[config.mk]
export PLATFORM = sky130hd
export DESIGN_NAME = fft_stage_sequencer
export DESIGN_NICKNAME = d
export VERILOG_FILES = /design/src/rtl/fft_stage_sequencer.sv
export SDC_FILE = /design/constraint.sdc
export NUM_CORES = 1
export LEC_CHECK = 0
export BUFFER_PORTS_ARGS = -buffer_cell sky130_fd_sc_hd__buf_2
export CORE_ASPECT_RATIO = 0.75
export CORE_MARGIN = 5
export CORE_UTILIZATION = 55
export CTS_BUF_LIST = sky130_fd_sc_hd__clkbuf_2 sky130_fd_sc_hd__clkbuf_4 sky130_fd_sc_hd__clkbuf_8
export CTS_CLUSTER_SIZE = 10
export DETAILED_ROUTE_END_ITERATION = 8
export PLACE_DENSITY = 0.79
export RECOVER_POWER = 50
export SYNTH_ARGS = -nofsm -noshare
export SYNTH_HDL_FRONTEND = slang
export SYNTH_SLANG_ARGS = --single-unit
[constraint.sdc]
create_clock -name clk -period 2.7 [get_ports clk]
set_clock_uncertainty 0.1 [all_clocks]
set_input_delay 0.81 -clock clk [delete_from_list [all_inputs] [get_ports clk]]
set_output_delay 0.81 -clock clk [all_outputs]
set_load 0.1 [all_outputs]
[src/rtl/fft_stage_sequencer.sv]
// -----------------------------------------------------------------------------
// fft_stage_sequencer
//
// Walks the radix-2 butterfly core through all FFT_N stages of one in-place
// FFT frame. For each stage it issues one butterfly pair index per cycle
// (tagging the first and last pair), waits for the core's write-back stream to
// drain, then flips the ping-pong RAM bank and advances to the next stage.
//
// Ports
//   clk        clock
//   reset      synchronous, active-high reset
//   start      1-cycle pulse, begins a frame (accepted from idle only)
//   hold       stalls pair issue (RAM port / twiddle not ready)
//   busy       high from accepted start until done
//   done       1-cycle pulse at end of frame (normal or drain timeout)
//   err        sticky: drain timeout or write-back count mismatch
//   fft_stage  current stage index for core and twiddle ROM
//   bf_iact    pair valid to core
//   bf_ictrl   [0]=first pair of stage, [1]=last pair of stage
//   rd_addr    pair index of this issue
//   rd_bank    ping-pong bank read this stage (write bank is ~rd_bank)
//   bf_oact    core write-back valid
//   bf_octrl   write-back tags, same encoding as bf_ictrl
// -----------------------------------------------------------------------------
module fft_stage_sequencer #(
    parameter int FFT_N          = 10,
    parameter int STAGE_COUNT_BW = 4,
    parameter int DRAIN_TIMEOUT  = 64
) (
    input  logic                      clk,
    input  logic                      reset,
    input  logic                      start,
    input  logic                      hold,
    output logic                      busy,
    output logic                      done,
    output logic                      err,
    output logic [STAGE_COUNT_BW-1:0] fft_stage,
    output logic                      bf_iact,
    output logic [1:0]                bf_ictrl,
    output logic [FFT_N-2:0]          rd_addr,
    output logic                      rd_bank,
    input  logic                      bf_oact,
    input  logic [1:0]                bf_octrl
);

    localparam int PAIR_BW = FFT_N - 1;
    localparam int RET_BW  = FFT_N;
    localparam int TO_BW   = $clog2(DRAIN_TIMEOUT + 1);

    localparam logic [PAIR_BW-1:0]        LAST_PAIR  = '1;
    localparam logic [RET_BW-1:0]         RET_LAST   = RET_BW'((1 << (FFT_N - 1)) - 1);
    localparam logic [TO_BW-1:0]          TO_LAST    = TO_BW'(DRAIN_TIMEOUT - 1);
    localparam logic [STAGE_COUNT_BW-1:0] LAST_STAGE = STAGE_COUNT_BW'(FFT_N - 1);

    typedef enum logic [1:0] {
        S_IDLE,
        S_ISSUE,
        S_DRAIN,
        S_NEXT
    } state_t;

    state_t                    state_reg,     state_next;
    logic [PAIR_BW-1:0]        pair_cnt_reg,  pair_cnt_next;
    logic [RET_BW-1:0]         ret_cnt_reg,   ret_cnt_next;
    logic [TO_BW-1:0]          drain_cnt_reg, drain_cnt_next;
    logic                      busy_reg,      busy_next;
    logic                      done_reg,      done_next;
    logic                      err_reg,       err_next;
    logic [STAGE_COUNT_BW-1:0] stage_reg,     stage_next;
    logic                      iact_reg,      iact_next;
    logic [1:0]                ictrl_reg,     ictrl_next;
    logic [PAIR_BW-1:0]        rd_addr_reg,   rd_addr_next;
    logic                      rd_bank_reg,   rd_bank_next;

    // The first-of-stage return tag carries no information for draining;
    // only the last-pair tag ends a stage.
    logic unused_octrl_first;
    assign unused_octrl_first = bf_octrl[0];

    always_ff @(posedge clk) begin
        if (reset) begin
            state_reg     <= S_IDLE;
            pair_cnt_reg  <= '0;
            ret_cnt_reg   <= '0;
            drain_cnt_reg <= '0;
            busy_reg      <= 1'b0;
            done_reg      <= 1'b0;
            err_reg       <= 1'b0;
            stage_reg     <= '0;
            iact_reg      <= 1'b0;
            ictrl_reg     <= 2'b00;
            rd_addr_reg   <= '0;
            rd_bank_reg   <= 1'b0;
        end else begin
            state_reg     <= state_next;
            pair_cnt_reg  <= pair_cnt_next;
            ret_cnt_reg   <= ret_cnt_next;
            drain_cnt_reg <= drain_cnt_next;
            busy_reg      <= busy_next;
            done_reg      <= done_next;
            err_reg       <= err_next;
            stage_reg     <= stage_next;
            iact_reg      <= iact_next;
            ictrl_reg     <= ictrl_next;
            rd_addr_reg   <= rd_addr_next;
            rd_bank_reg   <= rd_bank_next;
        end
    end

    always_comb begin
        state_next     = state_reg;
        pair_cnt_next  = pair_cnt_reg;
        ret_cnt_next   = ret_cnt_reg;
        drain_cnt_next = drain_cnt_reg;
        busy_next      = busy_reg;
        done_next      = 1'b0;
        err_next       = err_reg;
        stage_next     = stage_reg;
        iact_next      = 1'b0;
        ictrl_next     = 2'b00;
        rd_addr_next   = rd_addr_reg;
        rd_bank_next   = rd_bank_reg;

        // Write-backs may start arriving before the last pair is issued, so
        // they are counted in both ISSUE and DRAIN.
        if ((state_reg == S_ISSUE || state_reg == S_DRAIN) && bf_oact) begin
            ret_cnt_next = ret_cnt_reg + RET_BW'(1);
        end

        case (state_reg)
            S_IDLE: begin
                // done_reg is high during the first idle cycle; a start in
                // that cycle belongs to the frame just finished and is dropped.
                if (start && !done_reg) begin
                    state_next     = S_ISSUE;
                    stage_next     = '0;
                    rd_bank_next   = 1'b0;
                    pair_cnt_next  = '0;
                    ret_cnt_next   = '0;
                    drain_cnt_next = '0;
                    err_next       = 1'b0;
                    busy_next      = 1'b1;
                end
            end

            S_ISSUE: begin
                if (!hold) begin
                    iact_next     = 1'b1;
                    rd_addr_next  = pair_cnt_reg;
                    ictrl_next    = {pair_cnt_reg == LAST_PAIR, pair_cnt_reg == '0};
                    pair_cnt_next = pair_cnt_reg + PAIR_BW'(1);
                    if (pair_cnt_reg == LAST_PAIR) begin
                        state_next     = S_DRAIN;
                        drain_cnt_next = '0;
                    end
                end
            end

            S_DRAIN: begin
                drain_cnt_next = drain_cnt_reg + TO_BW'(1);
                if (bf_oact && bf_octrl[1]) begin
                    // Last-tagged return: the stage is over either way, but a
                    // short or long count means data was lost or duplicated.
                    if (ret_cnt_reg != RET_LAST) begin
                        err_next = 1'b1;
                    end
                    state_next = S_NEXT;
                end else if (drain_cnt_reg == TO_LAST) begin
                    err_next   = 1'b1;
                    state_next = S_IDLE;
                    done_next  = 1'b1;
                    busy_next  = 1'b0;
                end
            end

            S_NEXT: begin
                rd_bank_next  = ~rd_bank_reg;
                pair_cnt_next = '0;
                ret_cnt_next  = '0;
                if (stage_reg == LAST_STAGE) begin
                    state_next = S_IDLE;
                    done_next  = 1'b1;
                    busy_next  = 1'b0;
                end else begin
                    stage_next = stage_reg + STAGE_COUNT_BW'(1);
                    state_next = S_ISSUE;
                end
            end

            default: begin
                state_next = S_IDLE;
            end
        endcase
    end

    assign busy      = busy_reg;
    assign done      = done_reg;
    assign err       = err_reg;
    assign fft_stage = stage_reg;
    assign bf_iact   = iact_reg;
    assign bf_ictrl  = ictrl_reg;
    assign rd_addr   = rd_addr_reg;
    assign rd_bank   = rd_bank_reg;

endmodule

==> flow_summary.toml, run 1 <==
[synthesis]
ys_types = 50
synth_edf_count = 0
synthArstFlopShare_pct = 0
seq_area_frac_synth_pct = 41.7
synth_top_area_cell = "dfxtp_1"
ys.flop_type = "dfxtp_1"
syn_nets = 289
synthCells = 271
avgSynthCellArea_um2 = 8.50
yosys_warnings = 0
synth_top_cells_by_area = "dfxtp_1 42%, a21oi_1 6.5%, ha_1 6.0%"
ys_seq_elements = 48
netlist.area_leader.share_pct = 41.7
syn_area_um2 = 2300

[setup_path]
critPathTopFamily = "simple AND/OR/NAND/NOR gates"
cp-start-kind = "register"
required_ns = 2.83
endpoint_kind = "register"
cp_common_cell = "ha_1"
worstSetupPathType = "reg2reg"
path_buf_inv = 0
critPathMaxFanout = 11
crit_chain = "ha_1 -> nand3_1 -> nor2_1 -> ha_1 -> nand2b_1 -> a221o_1 -> or4_1 -> a21oi_1"
cpMaxStageDelayCell = "or4_1"
arrival_ns = 2.60
max_stage_delay_ns = 0.50

[drt]
wl_met2_um = 2010
wl_met1_um = 2460
wl_met3_um = 278
drtAntennaViolNets = 0
viasPerCell = 5.76
drt_pre_antenna_iters = 4
drc = 0
dr.max_layer_used = "met4"
drt-wirelength-per-cell_um = 13.6
vias = 2016
wirelength_um = 4780
initialDrtViolationCount = 134

[cells_and_area]
layout.cells.non_filler = 350
fin_nets = 312
final_common_cell = "dfxtp_1"
layout_common_cells = "48 x dfxtp_1, 36 x nand2_1, 30 x a21oi_1"
syn2layout_area_growth_pct = 10.9
insertedDiodeCount = 0
largest_register_ffs = 10
drive_above_1_share_pct = 10.2

[clocking]
cts_max_level = 2
clock_latency_ns = 0.30
cts-resized-gates = 0
cts_tree = "done"
post_cts_buffers = 0
clk_pin_slew_worst_paths_ns = 0.09
cts_made_buffers = 5
cts-root-buf = "clkbuf_8"
hold_buffers = 0
cts.sinks = 48
clockBufferDepth = 2

[hold_path]
worstHoldPathType = "reg2reg"

[placement]
post-place-cells = 342
io_buffers = 25
routabilityCongestion = 0.823
dp_hpwl_um = 3510

[floorplan]
rows = 20
die_h_um = 66.1
fp.dieW_um = 84.7
dieArea_um2 = 5600
start_util_pct = 56.9
io-pin-count = 27
core_um2 = 4050

[pwr]
leakage_nw = 0.896
powerDensity_nw_per_um2 = 762
vdd_drop_max_v = 0.000546

[grt]
antenna_found_initial = 0
grt-ovfl-total = 0
grt_pass1_vias = 1803
grt_usage_pct = 18.1
grt_max_degree = 22
grt_pass1_wl_um = 8290

[timing]
hold_slack_ns = 0.357
rsz0062_at_grt = "no"
finalSetupTns_ns = 0
finalMaxSlewViolations = 0
setup_viol_count_final = 0
max_freq_mhz = 405
worst_pin_slew_ns = 1.17
relSlewSlack_pct = 22.2
layout_min_cycle_time_ns = 2.47
post-route-period-util_pct = 91.4
hold_violations = 0

[run]
maxCapViolCount = 0

[status]
status = "finished, final reports clean"
-- final cells by class --
cell class	instances	area [um2]
clock buffer	5	68.8
clock inverter	3	47.5
fill	359	1500
inverter	12	45.0
multi-input combinational	200	1240
sequential	48	961
tap	55	68.8
timing repair buffer	27	124
-- worst paths after layout --
path	startpoint	endpoint	slack, ns	cells after the start
max reg2reg	pair_cnt_reg[1]	drain_cnt_reg[6]	0.23	8
min reg2reg	rd_addr[5]	rd_addr[5]	0.36	2
max	pair_cnt_reg[1]	drain_cnt_reg[6]	0.23	8
min	rd_addr[5]	rd_addr[5]	0.36	2
-- tightest hold or removal path, delay by kind of cell (launching register included) --
kind / cells / cell delay (ns)
compound gates: 1 / 0.05
flops: 1 / 0.32
simple gates: 1 / 0.05
-- Yosys cell counts (all sizes together) (2+ instances only) --
master	number
a221o	2
and2	3
or4	7
a32oi	2
nand4	6
o211a	2
a221oi	2
a21o	3
xor2	4
a21boi	2
nand2	36
buf	5
clkbuf	6
a21oi	30
dfxtp	48
nor3	3
nor4	3
nand4b	2
inv	12
o31ai	6
or3	4
nand2b	3
nand3	12
o21ai	11
nor2	20
ha	11
or3b	2
xnor2	6
-- through the flow --
stage               power, mW  instance area, um2  setup slack [ns]  utilization, %
CTS                      1.95                2570             0.235            63.4
global route             2.06                2550            0.0648            63.0
global placement         1.42                2450             0.315            60.6
floorplan                1.33                2300             0.129               -
detailed placement       1.43                2450             0.264            60.6
finish                   1.95                2550             0.233            63.0
-- power breakdown --
| part | internal [mW] | switching, mW |
|---|---|---|
| Sequential | 0.747 | 0.0356 |
| Combinational | 0.172 | 0.460 |
| Clock | 0.279 | 0.253 |
-- cell families (layout without fill, tap and decap cells) --
family,after synthesis,in the layout,synth area share (%)
simple gates,108,108,24.2
compound gates,70,70,19.3
flops,48,48,41.7
buf+inv,23,47,4.51
fa+ha+maj,11,11,5.97
xor+xnor,10,10,3.80
mux,1,1,0.489
-- routing by layer --
layer	vias up	global-route usage (%)
li1	1031	-
met1	929	25.7
met2	52	27.2
met3	4	4.73
met4	0	4.94
met5	-	0
(Power assumes the default switching activity.)
==> run 2: changes to the inputs <==
- RECOVER_POWER: 50 -> 100
==> run 2 against run 1 <==
  * Count of clock-buffer cells in the layout unchanged
  * Wire length grew 0.25%
  * Sequential power about the same
  * Core utilization down 0.093 points
  * Worst hold slack is essentially flat
  * Via count hardly changed
  * Register-to-register slack is essentially flat
  * Highest routed layer unchanged
==> flow_summary.toml, run 2 (synthesis results as in run 1) <==
[status]
status = "finished, final reports clean"

[timing]
post-route-period-util_pct = 91.4
hold_slack_ns = 0.357
max_freq_mhz = 405
relSlewSlack_pct = 22.2
finalMaxSlewViolations = 0
hold_violations = 0
rsz0062_at_grt = "no"
setup_viol_count_final = 0
worst_pin_slew_ns = 1.17
layout_min_cycle_time_ns = 2.47
finalSetupTns_ns = 0

[cells_and_area]
utilization_pct = 62.9
final_common_cell = "dfxtp_1"
fin_nets = 312
drive_above_1_share_pct = 9.15
largest_register_ffs = 10
layout_common_cells = "48 x dfxtp_1, 36 x nand2_1, 30 x a21oi_1"
insertedDiodeCount = 0
syn2layout_area_growth_pct = 10.7

[floorplan]
io-pin-count = 27
fp.dieW_um = 84.7
dieArea_um2 = 5600
start_util_pct = 56.9
core_um2 = 4050
rows = 20
die_h_um = 66.1

[drt]
drc = 0
viasPerCell = 5.77
drtAntennaViolNets = 0
wirelength_um = 4790
drt-wirelength-per-cell_um = 13.7
vias = 2018
drt_pre_antenna_iters = 4
initialDrtViolationCount = 137

[pwr]
sw_frac_of_total_pct = 38.5
vdd_drop_max_v = 0.000547
switchingPower_uw = 750
powerDensity_nw_per_um2 = 763
leakage_nw = 0.877
seq_power_share_pct = 40.2
power_mw = 1.95
intPower_mw = 1.20
p_comb_share_pct = 32.5
p_clk_share_pct = 27.3

[clocking]
clockBufferDepth = 2
cts_max_level = 2
cts_tree = "done"
cts_made_buffers = 5
hold_buffers = 0
clock_latency_ns = 0.30
cts.sinks = 48
clk_pin_slew_worst_paths_ns = 0.09
cts-root-buf = "clkbuf_8"
cts-resized-gates = 0
post_cts_buffers = 0

[hold_path]
min_path_cells = 2
worstHoldPathType = "reg2reg"

[setup_path]
worstSetupPathType = "reg2reg"
endpoint_kind = "register"
arrival_ns = 2.60
cp-start-kind = "register"
required_ns = 2.83
critPathMaxFanout = 11
reg2reg_depth = 8

[grt]
grt_max_degree = 22
grt_pass1_vias = 1803
antenna_found_initial = 0
grt-ovfl-total = 0
grt_pass1_wl_um = 8290
grt_usage_pct = 18.1

[run]
maxCapViolCount = 0

[placement]
routabilityCongestion = 0.823
io_buffers = 25
dp_hpwl_um = 3510
[run 2: final timing paths]
| path | startpoint | to | slack, ns |
|---|---|---|---|
| worst min-delay path | rd_addr[5] | rd_addr[5] | 0.36 |
| worst max register to register | pair_cnt_reg[1] | drain_cnt_reg[6] | 0.23 |
| worst max-delay path | pair_cnt_reg[1] | drain_cnt_reg[6] | 0.23 |
| worst min register to register | rd_addr[5] | rd_addr[5] | 0.36 |
[run 2: critical path, cell delays in order (launching register included)]
cell	delay (ns)
dfxtp_1	0.42
ha_1	0.27
nand3_1	0.09
nor2_1	0.10
ha_1	0.18
nand2b_1	0.12
a221o_1	0.45
or4_1	0.50
a21oi_1	0.15
[run 2: layout make-up]
type | count | area [um2]
Tap cell | 55 | 68.8
Clock inverter | 3 | 47.5
Multi-Input combinational cell | 200 | 1240
Fill cell | 362 | 1500
Clock buffer | 5 | 68.8
Timing Repair Buffer | 27 | 120
Sequential cell | 48 | 961
Inverter | 12 | 45.0
[run 2: power groups by stage]
stage	combinational [mW]	clock (mW)	sequential, mW
5_1_grt	0.696	0.571	0.788
3_3_place_gp	0.620	0	0.797
4_1_cts	0.631	0.538	0.781
3_5_place_dp	0.628	0	0.798
2_1_floorplan	0.437	0	0.891
6_report	0.633	0.532	0.783
[run 2: routing by layer]
| layer | GRT usage (%) | part of all wire [%] | vias up |
|---|---|---|---|
| li1 | - | - | 1033 |
| met1 | 25.7 | 52 | 931 |
| met2 | 27.2 | 42 | 50 |
| met3 | 4.73 | 5.6 | 4 |
| met4 | 4.94 | 0.65 | 0 |
| met5 | 0 | 0 | - |
[run 2: through the flow]
step	std cells	cell area, um2	setup slack, ns
5_1_grt	350	2550	0.0648
2_1_floorplan	271	2300	0.129
6_report	350	2550	0.231
3_5_place_dp	342	2450	0.264
4_1_cts	350	2570	0.235
3_3_place_gp	342	2450	0.315
==> run 3: changes to the inputs <==
- CORE_UTILIZATION: 55 -> 35
- PLACE_DENSITY: 0.79 -> 0.55
==> run 3 against run 2 <==
  * Count of clock-buffer cells in the layout unchanged
  * Worst setup slack worse by 0.045 ns
  * Global-route usage down 5.3 points
  * Maximum frequency down 1.8%
  * Critical path type unchanged
  * Largest power group unchanged
  * Largest cell class unchanged
  * Critical endpoint unchanged
  * Sequential power about the same
==> flow_summary.toml, run 3 (synthesis results as in run 1) <==
[status]
status = "finished, final reports clean"

[floorplan]
fp.dieW_um = 104
core_um2 = 6350
start_util_pct = 36.3
dieArea_um2 = 8320
io-pin-count = 27
die_h_um = 80.3
rows = 25

[timing]
worst_pin_slew_ns = 1.17
finalSetupTns_ns = 0
relSlewSlack_pct = 22.1
rsz0062_at_grt = "no"
layout_min_cycle_time_ns = 2.51
post-route-period-util_pct = 93.1
finalMaxSlewViolations = 0
setup_viol_count_final = 0
hold_slack_ns = 0.357
hold_violations = 0
max_freq_mhz = 398

[setup_path]
endpoint_kind = "register"
required_ns = 2.83
cp-start-kind = "register"
worstSetupPathType = "reg2reg"
r2r_slack_ns = 0.19
critPathMaxFanout = 11
arrival_ns = 2.64

[pwr]
vdd_drop_max_v = 0.000252
leakage_nw = 0.869
power_mw = 1.86
powerDensity_nw_per_um2 = 723

[cells_and_area]
drive_above_1_share_pct = 10.8
layout_common_cells = "48 x dfxtp_1, 36 x nand2_1, 30 x a21oi_1"
nFillCells = 674
syn2layout_area_growth_pct = 11.7
insertedDiodeCount = 0
fin_nets = 313
layout.cells.non_filler = 377
final_common_cell = "dfxtp_1"
largest_register_ffs = 10
utilization_pct = 40.5

[grt]
grt_pass1_wl_um = 8800
grt-ovfl-total = 0
grt_usage_pct = 12.8
grt_pass1_vias = 1795
antenna_found_initial = 0
grt_max_degree = 17

[drt]
wirelength_um = 5140
initialDrtViolationCount = 72
drt-wirelength-per-cell_um = 13.6
drt_pre_antenna_iters = 4
drc = 0
drtAntennaViolNets = 0
viasPerCell = 5.13
vias = 1933

[placement]
io_buffers = 25
dp_hpwl_um = 3740
routabilityCongestion = 0.783
post-place-cells = 369

[clocking]
cts.sinks = 48
clk_pin_slew_worst_paths_ns = 0.10
cts_made_buffers = 5
clockBufferDepth = 2
clock_latency_ns = 0.30
post_cts_buffers = 0
cts-root-buf = "clkbuf_8"
cts_max_level = 2
cts_tree = "done"

[run]
maxCapViolCount = 0

[hold_path]
worstHoldPathType = "reg2reg"
-- run 3: cell count changes in the layout (fill, tap and decap cells not counted), sizes merged --
cell      previous run  this run
clkinvlp             0         2
clkinv               2         1
clkbuf              26        25
buf                  6         8
bufinv               1         0
-- run 3: path summary, 6_finish.rpt --
kind / start / to / depth (start not counted)
setup / recovery: pair_cnt_reg[1] / drain_cnt_reg[6] / 8
hold / removal: rd_addr[2] / rd_addr[2] / 2
setup reg to reg: pair_cnt_reg[1] / drain_cnt_reg[6] / 8
hold reg to reg: rd_addr[2] / rd_addr[2] / 2
-- run 3: cell type report --
class                   instances  area (um2)  area share [%]
clock buffers                   5        68.8            2.67
clock inverters                 3        23.8           0.924
inverters                      12        45.0            1.75
multi-input cells             200        1240            48.3
flip-flops and latches         48         961            37.3
well taps                      81         101            3.94
repair buffers                 28         130            5.06
-- run 3: repair_timing --
item	in CTS	in global routing
gates resized for setup	0	2
setup endpoints to repair	0	1
hold endpoints to repair	0	0
hold buffers	0	0
-- run 3: stage by stage --
stage,worst slack (ns),instance area (um2)
floorplan,0.129,2300
global placement,0.266,2490
detailed placement,0.197,2490
CTS,0.148,2590
global route,0.0285,2570
finish,0.186,2570
-- run 3: where the power goes --
group,leakage (nW),switching (mW),internal [mW]
combinational,0.441,0.470,0.175
sequential,0.388,0.0347,0.747
clock,0.0404,0.252,0.184
total,0.869,0.756,1.10
-- run 3: critical path, stage by stage (launching register included) --
cell,delay [ns]
dfxtp_1,0.43
ha_2,0.26
nand3_1,0.08
nor2_1,0.15
ha_1,0.21
nand2b_1,0.13
a221o_2,0.44
or4_1,0.49
a21oi_1,0.16
-- run 3: metal layers --
| metal | track usage [%] | wire length, um | part of all wire, % |
|---|---|---|---|
| met1 | 18.7 | 2890 | 56 |
| met2 | 17.6 | 1980 | 39 |
| met3 | 3.94 | 229 | 4.5 |
| met4 | 4.40 | 35 | 0.68 |
| met5 | 0 | 0 | 0 |
